**src/rtl/shift_bus_master.sv**
```systemverilog
// Job-to-register-port initiator for the shifter peripheral: programs control and
// operand, restarts the engine, waits out the shift, reads the result back.
module shift_bus_master #(
  parameter int unsigned WAIT_EXTRA = 2
) (
  input  logic        clk,
  input  logic        reset,
  input  logic        job_valid,
  output logic        job_ready,
  input  logic [15:0] job_value,
  input  logic        job_dir,
  input  logic [14:0] job_amount,
  output logic        cs,
  output logic        we,
  output logic [1:0]  reg_sel,
  output logic [15:0] bus_wdata,
  input  logic [15:0] bus_rdata,
  output logic        res_valid,
  input  logic        res_ready,
  output logic [15:0] res_data,
  output logic        busy
);

  typedef enum logic [2:0] {
    IDLE, WR_CTRL, WR_OPND, START, WAIT, RD, RESP
  } state_e;

  localparam logic [4:0] WAIT_EXTRA_W = 5'(WAIT_EXTRA);

  state_e      state_q, state_d;
  logic [15:0] value_q, value_d;
  logic        dir_q, dir_d;
  logic [14:0] amount_q, amount_d;
  logic [4:0]  cnt_q, cnt_d;
  logic [15:0] res_q, res_d;
  logic [4:0]  clamp;

  // Shift counts of 16 or more are saturated to 15 before sizing the wait.
  always_comb clamp = (amount_q >= 15'd16) ? 5'd15 : {1'b0, amount_q[3:0]};

  always_ff @(posedge clk or negedge reset) begin
    if (!reset) begin
      state_q  <= IDLE;
      value_q  <= '0;
      dir_q    <= 1'b0;
      amount_q <= '0;
      cnt_q    <= '0;
      res_q    <= '0;
    end else begin
      state_q  <= state_d;
      value_q  <= value_d;
      dir_q    <= dir_d;
      amount_q <= amount_d;
      cnt_q    <= cnt_d;
      res_q    <= res_d;
    end
  end

  always_comb begin
    state_d   = state_q;
    value_d   = value_q;
    dir_d     = dir_q;
    amount_d  = amount_q;
    cnt_d     = cnt_q;
    res_d     = res_q;
    cs        = 1'b0;
    we        = 1'b0;
    reg_sel   = 2'b00;
    bus_wdata = '0;
    job_ready = 1'b0;
    res_valid = 1'b0;
    busy      = 1'b1;
    unique case (state_q)
      IDLE: begin
        job_ready = 1'b1;
        busy      = 1'b0;
        if (job_valid) begin
          value_d  = job_value;
          dir_d    = job_dir;
          amount_d = job_amount;
          state_d  = WR_CTRL;
        end
      end
      WR_CTRL: begin
        cs        = 1'b1;
        we        = 1'b1;
        reg_sel   = 2'b00;
        bus_wdata = {dir_q, amount_q};
        state_d   = WR_OPND;
      end
      WR_OPND: begin
        cs        = 1'b1;
        we        = 1'b1;
        reg_sel   = 2'b01;
        bus_wdata = value_q;
        state_d   = START;
      end
      START: begin
        cs      = 1'b1;
        reg_sel = 2'b11;
        cnt_d   = clamp + WAIT_EXTRA_W;
        state_d = WAIT;
      end
      WAIT: begin
        cnt_d = cnt_q - 5'd1;
        if (cnt_q == 5'd1) state_d = RD;
      end
      RD: begin
        cs      = 1'b1;
        reg_sel = 2'b10;
        res_d   = bus_rdata;
        state_d = RESP;
      end
      RESP: begin
        res_valid = 1'b1;
        if (res_ready) state_d = IDLE;
      end
      default: state_d = IDLE;
    endcase
  end

  assign res_data = res_q;

endmodule

```
**config.mk**
```make
export PLATFORM = sky130hd
export DESIGN_NAME = shift_bus_master
export DESIGN_NICKNAME = d
export VERILOG_FILES = /design/src/rtl/shift_bus_master.sv
export SDC_FILE = /design/constraint.sdc
export NUM_CORES = 1
export LEC_CHECK = 0
export ABC_CLOCK_PERIOD_IN_PS = 2800
export BUFFER_PORTS_ARGS = -buffer_cell sky130_fd_sc_hd__buf_2
export CAP_MARGIN = 20
export CORE_MARGIN = 2
export CORE_UTILIZATION = 38
export CTS_CLUSTER_DIAMETER = 40
export DETAILED_ROUTE_END_ITERATION = 8
export GPL_TIMING_DRIVEN = 1
export PLACE_DENSITY = 0.68
export SYNTH_ARGS = -nofsm -noshare
export SYNTH_HDL_FRONTEND = slang
export SYNTH_SLANG_ARGS = --single-unit
```
**constraint.sdc**
```tcl
create_clock -name clk -period 2.8 [get_ports clk]
set_clock_uncertainty 0.05 [all_clocks]
set_input_delay 0.14 -clock clk [delete_from_list [all_inputs] [get_ports clk]]
set_output_delay 0.14 -clock clk [all_outputs]
set_load 0.01 [all_outputs]
```
# Word level (Yosys, flattened, before mapping)
# Index checks and enable logic that the tools add are counted.
dict set report op_classes {
  n_reduce_logical 6
  n_mux 13
  magnitude_cmp 1
  n_eq_ne 10
  n_addsub 2
}
# cell n
set ops {}
lappend ops {{$pmux 16 s2} 1}
lappend ops {{$pmux 3 s7} 1}
lappend ops {{$ge 15x5->1 const B} 1}
lappend ops {{$pmux 5 s2} 1}
lappend ops {{$eq 3x3->1 const B} 3}
lappend ops {{$mux 3} 3}
lappend ops {{$eq 3x2->1 const B} 2}
lappend ops {{$ne 2x2->1 const B} 3}
lappend ops {{$pmux 2 s3} 1}
lappend ops {{$add 4x2->5 const B} 1}
lappend ops {{$eq 5x1->1 const B} 1}
lappend ops {{$mux 1} 5}
lappend ops {{$sub 5x1->5 const B} 1}
lappend ops {{$mux 4} 1}
lappend ops {{$reduce_or 4->1} 1}
lappend ops {{$eq 3x1->1 const B} 1}
lappend ops {{$logic_not 3->1} 1}
lappend ops {{$reduce_and 3->1} 1}
lappend ops {{$reduce_and 2->1} 1}
lappend ops {{$reduce_bool 2->1} 1}
lappend ops {{$reduce_or 2->1} 1}
dict set report word_totals {
  register_bits 56
  input_bits 52
  wordCells 38
}

# Longest topological paths before layout
dict set report logic_depth {
  ltp_word 4
  ltp_mapped 8
  mapped_depth_nobuf 8
}

# Least setup slack after synthesis
# Ideal clock, no wire load.
dict set report synth_timing {
  path_type {reg-to-reg}
  startpoint {register amount_q[10]}
  endpoint {register cnt_q[3]}
  setup_slack_ns 0.805
  path_stages_with_launch 7
  arrival_time_ns 1.825
  cell_sequence {dfrtp_1 -> nor4_1 -> nand3_1 -> or2_2 -> ha_1 -> or3_1 -> a31o_1}
}
dict set report synth_via {
  elab_chain_len 4
}
# item line
set synth_rtl {}
lappend synth_rtl {{from (decl)} 33} ;# logic [14:0] amount_q, amount_d;
lappend synth_rtl {{from (signal assigned)} 53} ;# amount_q <= amount_d;
lappend synth_rtl {{$ge 15x5->1} 39} ;# always_comb clamp = (amount_q >= 15'd16) ? 5'd15 : {1'b0, amount_q[3:0]};
lappend synth_rtl {{$mux 4} 39}
lappend synth_rtl {{$add 4x2->5} 101} ;# cnt_d = clamp + WAIT_EXTRA_W;
lappend synth_rtl {{$pmux 5 s2} 73} ;# unique case (state_q)
lappend synth_rtl {{to (signal assigned)} 54} ;# cnt_q <= cnt_d;
lappend synth_rtl {{to (decl)} 34} ;# logic [4:0] cnt_q, cnt_d;
# Every way passes these cells.
# A chain may end at the register's enable or synchronous reset.

# Worst setup path after layout
dict set report layout_timing {
  startpoint {register amount_q[9]}
  endpoint {register cnt_q[3]}
}
# Same word-level chain as after synthesis.

==> results by group <==
Outcome
  • Status: finished clean

Logic synthesis
  • Number of instances in the synthesized netlist: 204
  • Seq/Total Area, Yosys: 51.1%
  • Number of synthesized flops with an enable pin: 0
  • Number of synthesis warnings: 0
  • Async set-or-reset flop fraction in the synthesized netlist: 100%
  • Yosys reg bits: 56
  • Avg Inst Size Synth: 13.5 um^2
  • Summed instance area of the synthesized netlist: 2740 um^2
  • Predominant post-synthesis flop cell: dfrtp_1
  • Syn_nets: 259
  • Synth cell types: 39

Timing
  • Max Freq: 460 MHz
  • Remaining max-slew budget at the tightest pin: 43.6%
  • Share of the clock period used by the worst path: 77.7%
  • Total Neg Setup Slack: 0 ns
  • Hold Violations, Final: 0
  • Max-slew violations: 0
  • Setup repair after global routing missed its margin: no
  • Setup Viol. Count Final: 0
  • Final critical path time including I/O delays and setup: 2.18 ns
  • Transition time at the pin with the least slew margin: 0.847 ns
  • Worst Hold Slack: 0.0146 ns

Worst setup path
  • Worst path slowest cell: dfrtp_1
  • Critical path arrival: 2.32 ns
  • Register-to-Register Path Depth: 6
  • Setup CP Type: reg2reg
  • Critical register-to-register path endpoint: cnt_q[3]
  • Type of element launching the critical path: register
  • FF-to-FF setup slack: 0.62 ns
  • Maximum fanout count along the critical path: 6
  • Nature of the critical path endpoint: register
  • Required arrival time at the worst endpoint: 2.94 ns
  • Cells along the critical path: nor4_1, nand3_1, or2_2, ha_1, or3_1, a31o_1
  • Worst setup path endpoint: cnt_q[3]
  • Critical path origin: amount_q[9]
  • Worst reg2reg startpoint: amount_q[9]
  • Worst stage delay on the critical path: 0.42 ns

Detailed routing
  • Final routed wirelength across all metal layers: 5890 um
  • Post-DR vias/cell: 4.87
  • Number of violations reported at the end of detailed-routing iteration 0: 79
  • DRC viols: 0
  • Detailed-router iteration count before antenna repair: 6
  • WL/cell: 14.3 um
  • Via count: 2,013
  • Number of nets still failing antenna checks after routing: 0

Clocking
  • TritonCTS sink count: 56
  • Post-CTS setup buffer count: 0
  • Clock tree from TritonCTS: built
  • Clock tree buffer depth: 2
  • Clock input transition at the sequential cells of the worst setup and hold paths: 0.10 ns
  • Clock insertion delay at the later pin of the skew report: 0.30 ns
  • CTS root buf: clkbuf_8
  • H-tree depth: 2
  • TritonCTS Buffers: 5

Pwr
  • Leak pwr: 1.74 nW
  • Power density over the cells: 1070 nW/um^2
  • Post-layout power: 0.00381 W
  • Maximum resistive drop on vdd: 0.423 mV

Placed design
  • Placer congestion estimate: 0.908
  • I/O Buffers: 90
  • Half-perimeter wire length after detailed placement: 4090 um
  • Total cell area at the placement stage: 3250 um^2

Min path
  • Worst min path class: in2reg
  • Instance count along the most critical hold path: 2

Cells and area
  • Layout cells sized above 1: 49.8%
  • Post-layout util: 51.3%
  • Signed area change from the synthesized netlist to the final layout: 29.2%
  • Layout Nets: 371
  • Commonest non-fill, non-tap cells in the layout: buf_2 (90), dfrtp_1 (56), mux2_4 (30)
  • Most common library cell in the layout ignoring fill and taps: buf_2
  • Total inserted antenna cells: 0
  • Final Cell Area: 3550 um^2

Global routing
  • Number of global-route vias before repair: 1,919
  • Antenna violations before repair: 0
  • Wire length of the first global-routing pass: 8960 um
  • Pin count of the biggest net entering global routing: 38
  • Total Routing Usage GR: 14.5%
  • GRT Residual Overflow: 0

Floorplan
  • Die boundary width: 89.0 um
  • Number of ports placed on the die boundary: 91
  • Placeable core region: 6910 um^2
  • Initial Utilization: 39.7%
  • Number of placement rows: 30
  • Die extent in y: 89.0 um
  • Overall die area: 7920 um^2

Run
  • Max_cap viols: 0
-- per-layer routing --
| layer | global-route usage (%) | wire, um | up-vias |
|---|---|---|---|
| met5 | 0 | 0 | - |
| met4 | 2.44 | 19 | 0 |
| met3 | 4.89 | 396 | 2 |
| met2 | 23.4 | 2750 | 75 |
| met1 | 19.6 | 2720 | 966 |
| li1 | - | - | 970 |
-- worst max-delay path: cells and delay by family, from the launching register on --
family          cells  cell delay (ns)
compound gates      1             0.21
fa+ha+maj           1             0.20
flops               1             0.42
simple gates        4             1.19
-- how the worst min path moves through the flow --
stage	start	endpoint	slack, ns
global route	job_amount[2]	amount_q[2]	-0.003
global placement	reset	value_q[11]	0.23
finish	bus_rdata[10]	res_data[10]	0.01
CTS	job_value[7]	value_q[7]	0.0006
detailed placement	reset	value_q[11]	0.23
floorplan	reset	amount_q[0]	-0.21
-- metrics by stage --
stage / setup slack (ns) / cells
final: 0.625 / 413
after global routing: 0.537 / 413
after CTS: 0.640 / 404
after detailed placement: 0.661 / 384
after global placement: 0.702 / 384
after floorplan: 0.805 / 204
-- kinds of logic (layout without fill, tap and decap cells) --
| group | Yosys count | count (layout) | share of synthesized area [%] |
|---|---|---|---|
| buffers and inverters | 16 | 129 | 4.56 |
| and+or+nand+nor | 42 | 42 | 8.39 |
| adders and majority gates | 3 | 3 | 1.37 |
| DFF | 56 | 56 | 51.1 |
| muxes | 49 | 49 | 24.2 |
| AOI/OAI and AO/OA | 38 | 38 | 10.4 |
-- final cells by class --
class	instances	area (um^2)
Inverter	4	15.0
Clock inverter	2	13.8
Timing Repair Buffer	117	706
Sequential cell	56	1400
Multi-Input combinational cell	132	1220
Clock buffer	6	72.6
Fill cell	652	3360
Tap cell	96	120
-- registers in the layout, summed over array words and instances (netlist names) --
signal,count
amount_q,15
cnt_q,5
dir_q,1
res_data,16
state_q,3
value_q,16
-- power by group --
group	leakage [nW]	internal, W	total [W]	switching [W]
sequential	0.665	0.00121	0.00151	0.000296
clock	0.0456	0.000179	0.000425	0.000246
combinational	1.02	0.00104	0.00187	0.000826
-- cell usage after synthesis, types with 2 or more instances --
cell | n | area (um^2)
ha_1 | 3 | 37.5
nor3_1 | 3 | 15.0
nand2_1 | 10 | 37.5
nor2_1 | 8 | 30.0
a22o_1 | 16 | 140
o22ai_1 | 3 | 18.8
dfrtp_1 | 56 | 1400
nor4_1 | 2 | 12.5
mux2_2 | 19 | 214
mux2_4 | 30 | 450
nand2b_1 | 3 | 18.8
inv_1 | 3 | 11.3
nand3_1 | 2 | 10.0
or2_2 | 2 | 12.5
a21oi_1 | 5 | 25.0
a31oi_1 | 2 | 12.5
buf_2 | 4 | 20.0
o21ai_0 | 4 | 20.0
buf_12 | 3 | 60.1
clkbuf_1 | 3 | 11.3
nand3b_1 | 5 | 37.5
-- timing repair --
item	CTS	global route
gates resized for setup	0	0
hold endpoints to repair	47	9
hold buffers	12	9
Power figures use the tool's default switching activity.
